===== src/rtl/gravador_senha_pkg.sv =====
`default_nettype none
// ============================================================================
// Module      : gravador_senha_pkg
// Description : Shared definitions for the password programmer and the entry
//               checker. It holds the session state encoding, the digit width,
//               the factory-default password and the button decoder.
// Revision    : 1.0 - initial release
// ============================================================================
package gravador_senha_pkg;

    // Each button press encodes one of four digits.
    localparam int c_LARGURA_DIGITO = 2;

    // Factory password (digits 0,1,2,3). The checker uses the same constant,
    // so both blocks agree on the password after reset.
    localparam logic [7:0] c_SENHA_PADRAO = 8'h1B;

    typedef enum logic [1:0] {
        OCIOSO   = 2'd0,
        NOVA     = 2'd1,
        CONFIRMA = 2'd2,
        COMPARA  = 2'd3
    } estado_t;

    typedef struct packed {
        logic                        valida;
        logic [c_LARGURA_DIGITO-1:0] digito;
    } tecla_t;

    // A press is valid only when exactly one button is set. The digit is the
    // index of that button. Chords and empty samples decode as invalid.
    function automatic tecla_t decodifica_botoes(input logic [3:0] botoes);
        tecla_t t;
        t = '0;
        case (botoes)
            4'b0001: t = '{valida: 1'b1, digito: 2'd0};
            4'b0010: t = '{valida: 1'b1, digito: 2'd1};
            4'b0100: t = '{valida: 1'b1, digito: 2'd2};
            4'b1000: t = '{valida: 1'b1, digito: 2'd3};
            default: t = '0;
        endcase
        return t;
    endfunction

endpackage
`default_nettype wire


===== src/rtl/gravador_senha_temporizador.sv =====
`default_nettype none
// ============================================================================
// Module      : temporizador_inatividade
// Description : Inactivity timer. It counts i_tick pulses while i_habilita is
//               high and restarts from zero on i_limpar. It raises o_fim in the
//               cycle where the TIMEOUT_S-th tick arrives.
// Ports       : clk, reset     - clock, synchronous active-high reset
//               i_habilita     - count only while a session is collecting
//               i_limpar       - restart count (valid press)
//               i_tick         - one-cycle 1 Hz pulse
//               o_fim          - terminal pulse (combinational, top registers)
// Revision    : 1.0 - initial release
// ============================================================================
module temporizador_inatividade #(
    parameter int TIMEOUT_S = 20
) (
    input  logic clk,
    input  logic reset,
    input  logic i_habilita,
    input  logic i_limpar,
    input  logic i_tick,
    output logic o_fim
);

    localparam int                   c_LARGURA = $clog2(TIMEOUT_S + 1);
    localparam logic [c_LARGURA-1:0] c_ULTIMO  = c_LARGURA'(TIMEOUT_S - 1);

    logic [c_LARGURA-1:0] r_contagem;
    logic                 w_fim;

    // A clear in the same cycle as a tick wins, so a press always resets the count.
    assign w_fim = i_habilita & i_tick & ~i_limpar & (r_contagem == c_ULTIMO);

    always_ff @(posedge clk) begin
        if (reset) begin
            r_contagem <= '0;
        end else if (i_limpar || !i_habilita || w_fim) begin
            r_contagem <= '0;
        end else if (i_tick) begin
            r_contagem <= r_contagem + 1'b1;
        end
    end

    assign o_fim = w_fim;

endmodule
`default_nettype wire


===== src/rtl/gravador_senha.sv =====
`default_nettype none
// ============================================================================
// Module      : gravador_senha
// Description : Password programmer. While modo_gravar is held, it collects a
//               new password and then a confirmation from the four buttons. It
//               commits the new password only when both entries match.
// Ports       : clk, reset        - clock, synchronous active-high reset
//               botoes[3:0]       - one-cycle debounced button pulses
//               modo_gravar       - programming-mode switch (level)
//               tick_1hz          - one-cycle 1 Hz pulse
//               senha_armazenada  - stored password, first digit in MSBs
//               gravada           - pulse: new password committed
//               erro_confirmacao  - pulse: confirmation mismatch
//               tempo_esgotado    - pulse: session aborted on inactivity
//               ocupado           - session active
//               fase              - 0 new password, 1 confirmation
//               digitos           - digits accepted in current phase
// Config      : GRAVADOR_TIMEOUT_EN - define to include the inactivity timer.
//               When it is undefined, tick_1hz is ignored and tempo_esgotado
//               stays at 0.
// Revision    : 1.0 - initial release
// ============================================================================
module gravador_senha
    import gravador_senha_pkg::*;
#(
    parameter int                       N_DIGITOS    = 4,
    parameter logic [2*N_DIGITOS-1:0]   SENHA_PADRAO = c_SENHA_PADRAO,
    parameter int                       TIMEOUT_S    = 20
) (
    input  logic                              clk,
    input  logic                              reset,
    input  logic [3:0]                        botoes,
    input  logic                              modo_gravar,
    input  logic                              tick_1hz,
    output logic [2*N_DIGITOS-1:0]            senha_armazenada,
    output logic                              gravada,
    output logic                              erro_confirmacao,
    output logic                              tempo_esgotado,
    output logic                              ocupado,
    output logic                              fase,
    output logic [$clog2(N_DIGITOS+1)-1:0]    digitos
);

    localparam int c_LARGURA_SENHA = c_LARGURA_DIGITO * N_DIGITOS;
    localparam int c_LARGURA_CONT  = $clog2(N_DIGITOS + 1);
    localparam logic [c_LARGURA_CONT-1:0] c_ULTIMO_DIGITO = c_LARGURA_CONT'(N_DIGITOS - 1);

    // ------------------------------------------------------------------------
    // State and registered outputs
    // ------------------------------------------------------------------------
    estado_t                    r_estado;
    logic                       r_modo_ant;
    logic [c_LARGURA_SENHA-1:0] r_buf_nova;
    logic [c_LARGURA_SENHA-1:0] r_buf_conf;
    logic [c_LARGURA_SENHA-1:0] r_senha;
    logic [c_LARGURA_CONT-1:0]  r_digitos;
    logic                       r_gravada;
    logic                       r_erro;
    logic                       r_tempo;
    logic                       r_ocupado;
    logic                       r_fase;

    estado_t                    w_estado_prox;
    logic [c_LARGURA_SENHA-1:0] w_buf_nova_prox;
    logic [c_LARGURA_SENHA-1:0] w_buf_conf_prox;
    logic [c_LARGURA_SENHA-1:0] w_senha_prox;
    logic [c_LARGURA_CONT-1:0]  w_digitos_prox;
    logic                       w_gravada_prox;
    logic                       w_erro_prox;
    logic                       w_tempo_prox;

    tecla_t                     w_tecla;
    logic                       w_subida;
    logic                       w_descida;
    logic                       w_fim_timeout;

    assign w_tecla   = decodifica_botoes(botoes);
    assign w_subida  =  modo_gravar & ~r_modo_ant;
    assign w_descida = ~modo_gravar &  r_modo_ant;

    // ------------------------------------------------------------------------
    // Optional inactivity timer
    // ------------------------------------------------------------------------
`ifdef GRAVADOR_TIMEOUT_EN
    logic w_coletando;
    assign w_coletando = (r_estado == NOVA) || (r_estado == CONFIRMA);

    temporizador_inatividade #(
        .TIMEOUT_S (TIMEOUT_S)
    ) u_temporizador (
        .clk        (clk),
        .reset      (reset),
        .i_habilita (w_coletando),
        .i_limpar   (w_tecla.valida),
        .i_tick     (tick_1hz),
        .o_fim      (w_fim_timeout)
    );
`else
    logic w_tick_unused;
    assign w_tick_unused = tick_1hz;
    assign w_fim_timeout = 1'b0;
`endif

    // ------------------------------------------------------------------------
    // Next-state logic
    // ------------------------------------------------------------------------
    always_comb begin
        w_estado_prox   = r_estado;
        w_buf_nova_prox = r_buf_nova;
        w_buf_conf_prox = r_buf_conf;
        w_senha_prox    = r_senha;
        w_digitos_prox  = r_digitos;
        w_gravada_prox  = 1'b0;
        w_erro_prox     = 1'b0;
        w_tempo_prox    = 1'b0;

        case (r_estado)
            OCIOSO: begin
                if (w_subida) begin
                    w_estado_prox   = NOVA;
                    w_buf_nova_prox = '0;
                    w_buf_conf_prox = '0;
                    w_digitos_prox  = '0;
                end
            end

            NOVA, CONFIRMA: begin
                // Abort has priority. A press beats a coincident timeout.
                if (w_descida) begin
                    w_estado_prox   = OCIOSO;
                    w_buf_nova_prox = '0;
                    w_buf_conf_prox = '0;
                    w_digitos_prox  = '0;
                end else if (w_tecla.valida) begin
                    if (r_estado == NOVA) begin
                        w_buf_nova_prox = (r_buf_nova << c_LARGURA_DIGITO)
                                        | c_LARGURA_SENHA'(w_tecla.digito);
                    end else begin
                        w_buf_conf_prox = (r_buf_conf << c_LARGURA_DIGITO)
                                        | c_LARGURA_SENHA'(w_tecla.digito);
                    end
                    if (r_digitos == c_ULTIMO_DIGITO) begin
                        w_digitos_prox = '0;
                        w_estado_prox  = (r_estado == NOVA) ? CONFIRMA : COMPARA;
                    end else begin
                        w_digitos_prox = r_digitos + 1'b1;
                    end
                end else if (w_fim_timeout) begin
                    w_estado_prox   = OCIOSO;
                    w_tempo_prox    = 1'b1;
                    w_buf_nova_prox = '0;
                    w_buf_conf_prox = '0;
                    w_digitos_prox  = '0;
                end
            end

            COMPARA: begin
                // Single-cycle verdict. modo_gravar is ignored here.
                w_estado_prox = OCIOSO;
                if (r_buf_nova == r_buf_conf) begin
                    w_senha_prox   = r_buf_nova;
                    w_gravada_prox = 1'b1;
                end else begin
                    w_erro_prox    = 1'b1;
                end
                w_buf_nova_prox = '0;
                w_buf_conf_prox = '0;
            end

            default: begin
                w_estado_prox = OCIOSO;
            end
        endcase
    end

    // ------------------------------------------------------------------------
    // State register
    // ------------------------------------------------------------------------
    always_ff @(posedge clk) begin
        if (reset) begin
            r_estado   <= OCIOSO;
            // Preset high so a switch held through reset is not seen as a rising edge.
            r_modo_ant <= 1'b1;
            r_buf_nova <= '0;
            r_buf_conf <= '0;
            r_senha    <= SENHA_PADRAO;
            r_digitos  <= '0;
            r_gravada  <= 1'b0;
            r_erro     <= 1'b0;
            r_tempo    <= 1'b0;
            r_ocupado  <= 1'b0;
            r_fase     <= 1'b0;
        end else begin
            r_estado   <= w_estado_prox;
            r_modo_ant <= modo_gravar;
            r_buf_nova <= w_buf_nova_prox;
            r_buf_conf <= w_buf_conf_prox;
            r_senha    <= w_senha_prox;
            r_digitos  <= w_digitos_prox;
            r_gravada  <= w_gravada_prox;
            r_erro     <= w_erro_prox;
            r_tempo    <= w_tempo_prox;
            r_ocupado  <= (w_estado_prox != OCIOSO);
            r_fase     <= (w_estado_prox == CONFIRMA) || (w_estado_prox == COMPARA);
        end
    end

    assign senha_armazenada = r_senha;
    assign gravada          = r_gravada;
    assign erro_confirmacao = r_erro;
    assign tempo_esgotado   = r_tempo;
    assign ocupado          = r_ocupado;
    assign fase             = r_fase;
    assign digitos          = r_digitos;

endmodule
`default_nettype wire


===== config.mk =====
export PLATFORM = sky130hd
export DESIGN_NAME = gravador_senha
export DESIGN_NICKNAME = d
export VERILOG_FILES = /design/src/rtl/gravador_senha_pkg.sv /design/src/rtl/gravador_senha_temporizador.sv /design/src/rtl/gravador_senha.sv
export SDC_FILE = /design/constraint.sdc
export NUM_CORES = 1
export LEC_CHECK = 0
export ABC_AREA = 1
export CORE_MARGIN = 2
export CORE_UTILIZATION = 65
export CTS_CLUSTER_DIAMETER = 60
export DETAILED_ROUTE_END_ITERATION = 16
export DONT_BUFFER_PORTS = 1
export HOLD_SLACK_MARGIN = 0.02
export PLACE_DENSITY = 0.89
export RECOVER_POWER = 100
export SYNTH_ARGS = -nofsm -noshare
export SYNTH_HDL_FRONTEND = slang
export SYNTH_SLANG_ARGS = --single-unit

===== constraint.sdc =====
create_clock -name clk -period 3.6 [get_ports clk]
set_input_delay 0.72 -clock clk [delete_from_list [all_inputs] [get_ports clk]]
set_output_delay 0.72 -clock clk [all_outputs]
set_load 0.1 [all_outputs]

# Word level (Yosys, flattened, before mapping)
# Cells that the tools add are included.
[totals]
regBits = 34
in_bits = 8
out_inout_bits = 16
word_cells = 66
[classes]
n_addsub = 1
eq_ne = 15
n_mux = 23
n_bitwise = 7
n_reduce_logical = 10
[op_table]
columns = ["op", "n"]
rows = [
  ["8-bit 2-to-1 mux", 7],
  ["8-bit one-hot mux with 3 select lines", 2],
  ["8-bit by 2-bit OR with 8-bit output", 2],
  ["3-bit 2-to-1 mux", 4],
  ["3-bit one-hot mux with 4 select lines", 1],
  ["3-bit != test, second input constant", 3],
  ["3-bit AND reduction", 3],
  ["2-bit equality test, second input constant", 4],
  ["8-bit equality test", 1],
  ["2-bit 2-to-1 mux", 4],
  ["2-bit one-hot mux with 3 select lines", 1],
  ["3-bit one-hot mux with 2 select lines", 1],
  ["4-bit by 1-bit equality test with 1-bit output, second input constant", 1],
  ["4-bit by 2-bit equality test with 1-bit output, second input constant", 1],
  ["4-bit by 3-bit equality test with 1-bit output, second input constant", 1],
  ["4-bit equality test, second input constant", 1],
  ["2-bit nonzero test", 2],
  ["2-bit OR reduction", 2],
  ["3-bit by 1-bit adder with 3-bit output, second input constant", 1],
  ["3-bit by 2-bit equality test with 1-bit output, second input constant", 1],
  ["1-bit 2-to-1 mux", 3],
  ["1-bit NOT", 3],
  ["1-bit AND", 2],
  ["2-bit by 1-bit equality test with 1-bit output, second input constant", 1],
  ["4 further kinds", 4],
]

# Depth between registers and ports, before layout
[depth]
depth_word = 8
ltp_mapped = 11
depth_no_buf = 11

# Worst setup path after synthesis
# Ideal clock, no wire load.
[synth_timing]
path_kind = "register -> register"
startpoint = "register r_digitos[0], in the netlist digitos[0]"
endpoint = "register r_ocupado, in the netlist ocupado"
setup_time_ns = 0.115
arrival_ns = 1.714
required_time_ns = 3.485
slack_ns = 1.771
stages_incl_launch_ff = 9
path_buffers = 0
synth_period_minus_slack_ns = 1.829
path_cell_list = "dfxtp_1 -> ha_1 -> nand2_1 -> o21ai_0 -> nand2_1 -> nand2_1 -> nand2_1 -> nand2_1 -> nand2_1"
[synth_between]
elab_chain_len = 6
[synth_rtl]
columns = ["element", "line_no", "source"]
rows = [
  ["from (decl)", "gravador_senha.sv:56", "logic [c_LARGURA_CONT-1:0] r_digitos;"],
  ["from (signal assigned)", "gravador_senha.sv:199", "r_digitos <= w_digitos_prox;"],
  ["3-bit by 2-bit equality test with 1-bit output", "gravador_senha.sv:142", "if (r_digitos == c_ULTIMO_DIGITO) begin"],
  ["2-bit 2-to-1 mux", "gravador_senha.sv:142", ""],
  ["2-bit 2-to-1 mux", "gravador_senha.sv:134", "end else if (w_tecla.valida) begin"],
  ["2-bit 2-to-1 mux", "gravador_senha.sv:129", "if (w_descida) begin"],
  ["2-bit one-hot mux with 3 select lines", "gravador_senha.sv:117", "case (r_estado)"],
  ["2-bit nonzero test", "gravador_senha.sv:203", "r_ocupado <= (w_estado_prox != OCIOSO);"],
  ["to (signal assigned)", "gravador_senha.sv:203", ""],
  ["to (decl)", "gravador_senha.sv:60", "logic r_ocupado;"],
]
# No other way between the ends.
# A chain may end at the register's enable or synchronous reset.

# Worst setup path in the final report
[layout_timing]
startpoint = "register r_estado[0]"
endpoint = "register r_buf_nova[6]"
[layout_between]
elab_chain_len = 4
word_cells_on_any_way = 10
[layout_rtl]
columns = ["element", "line_no", "source"]
rows = [
  ["from (decl)", "gravador_senha.sv:51", "estado_t r_estado;"],
  ["from (signal assigned)", "gravador_senha.sv:194", "r_estado <= w_estado_prox;"],
  ["2-bit by 1-bit equality test with 1-bit output or 2-bit equality test (tied branches)", "gravador_senha.sv:117, gravador_senha.sv:135", ""],
  ["2-bit OR reduction", "gravador_senha.sv:117", ""],
  ["3-bit != test (no line)", "--", ""],
  ["3-bit AND reduction (no line)", "--", ""],
  ["to (signal assigned)", "gravador_senha.sv:196", "r_buf_nova <= w_buf_nova_prox;"],
  ["to (decl)", "gravador_senha.sv:53", "logic [c_LARGURA_SENHA-1:0] r_buf_nova;"],
]
# Parallel ways exist; a longest one is shown, timed or not.

==> flow_metrics.env <==
export IMPL_synth_area_leader_cell="dfxtp_1"
export IMPL_num_vias=1498
export IMPL_antenna_cells=0
export IMPL_ys_warn_count=0
export IMPL_critPathArrivalTime_ps=2690
export IMPL_max_vdd_ir_drop_mv=0.413
export IMPL_worstPathCellList="inv_1 > ha_1 > nand2_1 > inv_1 > nand3_1 > nand2_1 > inv_1 > nor2_1 > nor2_1"
export IMPL_grt_pass1_wl_um=5680
export IMPL_gp_congestion=0.836
export IMPL_core_mm2=0.00252
export IMPL_fin_crit_sh_pct=68.0
export IMPL_grt_overflow=0
export IMPL_die_w_um=56.1
export IMPL_ys_ff_latch=34
export IMPL_cts_htree_levels=2
export IMPL_yosysMostFrequentCell="nand2_1"
export IMPL_dp_hpwl_um=2370
export IMPL_setup_viol_count_final=0
export IMPL_antenna_found_initial=0
export IMPL_drtIter0Drc=62
export IMPL_syn2layout_area_growth_pct=-0.213
export IMPL_crit_path_frequent_cell="inv_1"
export IMPL_syn_cell_area_mm2=0.00176
export IMPL_wirelength_um=3290
export IMPL_fin_crit_ps=2450
export IMPL_synthAdderAreaFrac_pct=2.84
export IMPL_rsz0062_at_grt="no"
export IMPL_drc=0
export IMPL_worstMarginPinSlew_ps=1030
export IMPL_clock_sinks=34
export IMPL_stdcell_count=282
export IMPL_ctsHoldBuffers=0
export IMPL_clock_skew_ps=10.5
export IMPL_crit_path_max_incr_delay_ps=430
export IMPL_yosysSeqAreaShare_pct=38.6
export IMPL_ant_nets=0
export IMPL_finalNetCount=263
export IMPL_cts_path_max_buffers=2
export IMPL_wl_per_cell_um=11.7
export IMPL_nFillCells=231
export IMPL_cts_setup_buffers=0
export IMPL_syn_area_per_cell_um2=7.06
export IMPL_numPlacedInstances=274
export IMPL_hold_end="r_buf_nova[7]"
export IMPL_cp_required_ps=3840
export IMPL_async_reset_ff_share_pct=0
export IMPL_cap_violations=0
export IMPL_p_total_w=0.000809
export IMPL_power_density_mw_per_mm2=459
export IMPL_synthMuxAreaShare_pct=0
export IMPL_synthTopCellsByCount="nand2_1 (67), inv_1 (41), dfxtp_1 (34), nor2_1 (20), nand4_1 (18)"
export IMPL_hold_depth=1
export IMPL_cts_tree="yes"
export IMPL_rows=18
export IMPL_cp_num_buf_inv=3
export IMPL_power_leakage_nw=0.846
export IMPL_viasPerCell=5.31
export IMPL_synth_top_area_share_pct=38.6
export IMPL_path_max_fanout=15
export IMPL_clk_latency_ps=340
export IMPL_status="completed"
export IMPL_dr_pass1_iters=4
export IMPL_drive_gt1_share_pct=7.14
export IMPL_ctsResizeCount=0
export IMPL_synth_top_family_by_area="simple AND/OR/NAND/NOR gates"
export IMPL_synthSimpleGateAreaFrac_pct=37.2
export IMPL_synth_compound_area_share_pct=7.52
export IMPL_place_ws_ps=1630
export IMPL_end_kind="flop"
export IMPL_critical_path_top_delay_family="simple AND/OR/NAND/NOR gates"
export IMPL_grt_usage_pct=23.0
export IMPL_initial_utilization_pct=69.9
export IMPL_ys_flop_type="dfxtp_1"
export IMPL_r2r_start="r_estado[0]"
export IMPL_yosys_cell_types_count=28
export IMPL_crit_slowest_cell="nand3_1"
export IMPL_hold_class="in2reg"
export IMPL_setup_tns_final_ps=0
export IMPL_rr_endpoint="r_buf_nova[6]"
export IMPL_slew_viol_final=0
export IMPL_clk_pin_slew_ps=110
export IMPL_finalHoldViolCount=0
export IMPL_die_h_um=56.1
export IMPL_ioPinCount=24
export IMPL_synth_xor_area_share_pct=1.49
export IMPL_min_from="reset"
export IMPL_fmax_ghz=0.409
export IMPL_synth_edf_count=0
export IMPL_io_buffer_count=0
export IMPL_relSlewSlack_pct=31.4
export IMPL_path_depth=9
export IMPL_synthTopCellsByArea="dfxtp_1 (39%), nand2_1 (14%), inv_1 (8.7%)"
export IMPL_grt_pass1_vias=1424
export IMPL_setup_ws_ps=1150
export IMPL_grt_max_degree=19
export IMPL_crit_type="reg2reg"
export IMPL_cts_root_buffer="clkbuf_4"
export IMPL_startpoint_type="flop"
export IMPL_syn_num_nets=262
export IMPL_reg2reg_slack_ps=1150
export IMPL_ff2ff_path_depth=9
export IMPL_numCtsBuffers=5
export IMPL_synthesis_instances=250
export IMPL_die_area_mm2=0.00315
==> layer usage <==
metal	vias to the layer above	part of all wire (%)	global-route usage (%)
li1	782	-	-
met1	682	44	26.7
met2	30	49	37.8
met3	4	5.0	7.44
met4	0	1.6	11.9
met5	-	0	0
==> flip-flops by register name, indices dropped and copies added, names as in the netlist, 2 cells and up <==
register,count
r_estado,2
senha_armazenada,8
digitos,3
r_buf_conf,8
r_buf_nova,8
==> through the flow <==
step / utilization, % / instance area, µm² / hold WS (ps)
2_1_floorplan: - / 1760 / 451
3_3_place_gp: 69.9 / 1760 / 466
3_5_place_dp: 69.9 / 1760 / 468
4_1_cts: 72.3 / 1820 / 417
5_1_grt: 69.8 / 1760 / 413
6_report: 69.8 / 1760 / 431
==> layout make-up <==
cell class | instances | area (µm²) | share of cell area (%)
multi-input cells | 163 | 806 | 45.8
flip-flops and latches | 34 | 681 | 38.7
inverters | 47 | 176 | 10.0
clock buffers | 7 | 55.1 | 3.13
well taps | 30 | 37.5 | 2.13
clock inverters | 1 | 5.00 | 0.284
==> power by group <==
part / leakage [nW] / total, W / internal [W] / switching (W)
logic: 0.536 / 0.000144 / 0.0000417 / 0.000102
clock network: 0.0353 / 0.000223 / 0.0000946 / 0.000129
registers: 0.276 / 0.000442 / 0.000390 / 0.0000512
==> how the worst max path moves through the flow <==
stage | endpoint | slack [ps] | start
floorplan | ocupado | 1770 | digitos[0]
global placement | ocupado | 1660 | digitos[0]
detailed placement | ocupado | 1630 | digitos[0]
CTS | digitos[0] | 1510 | digitos[0]
global route | r_buf_nova[6] | 900 | r_estado[0]
finish | r_buf_nova[6] | 1150 | r_estado[0]
==> cell families after synthesis <==
group | count (synthesis)
AO/OA/AOI/OAI | 25
AND/OR/NAND/NOR | 130
XOR/XNOR | 3
buffers and inverters | 53
other | 1
adder cells (fa/ha/maj) | 4
flip-flops | 34
==> placed cells by master (no fill, tap or decap), drive strengths merged <==
cell	instances
nor2	23
nand2	74
ha	4
o21a	1
clkinv	2
nand4	18
o22ai	1
clkbuf	7
o21ai	8
nor3b	1
dfxtp	34
nand3	11
nor3	3
a21oi	15
inv	46
conb	1
xnor2	3
Power figures use the tool's default switching activity.
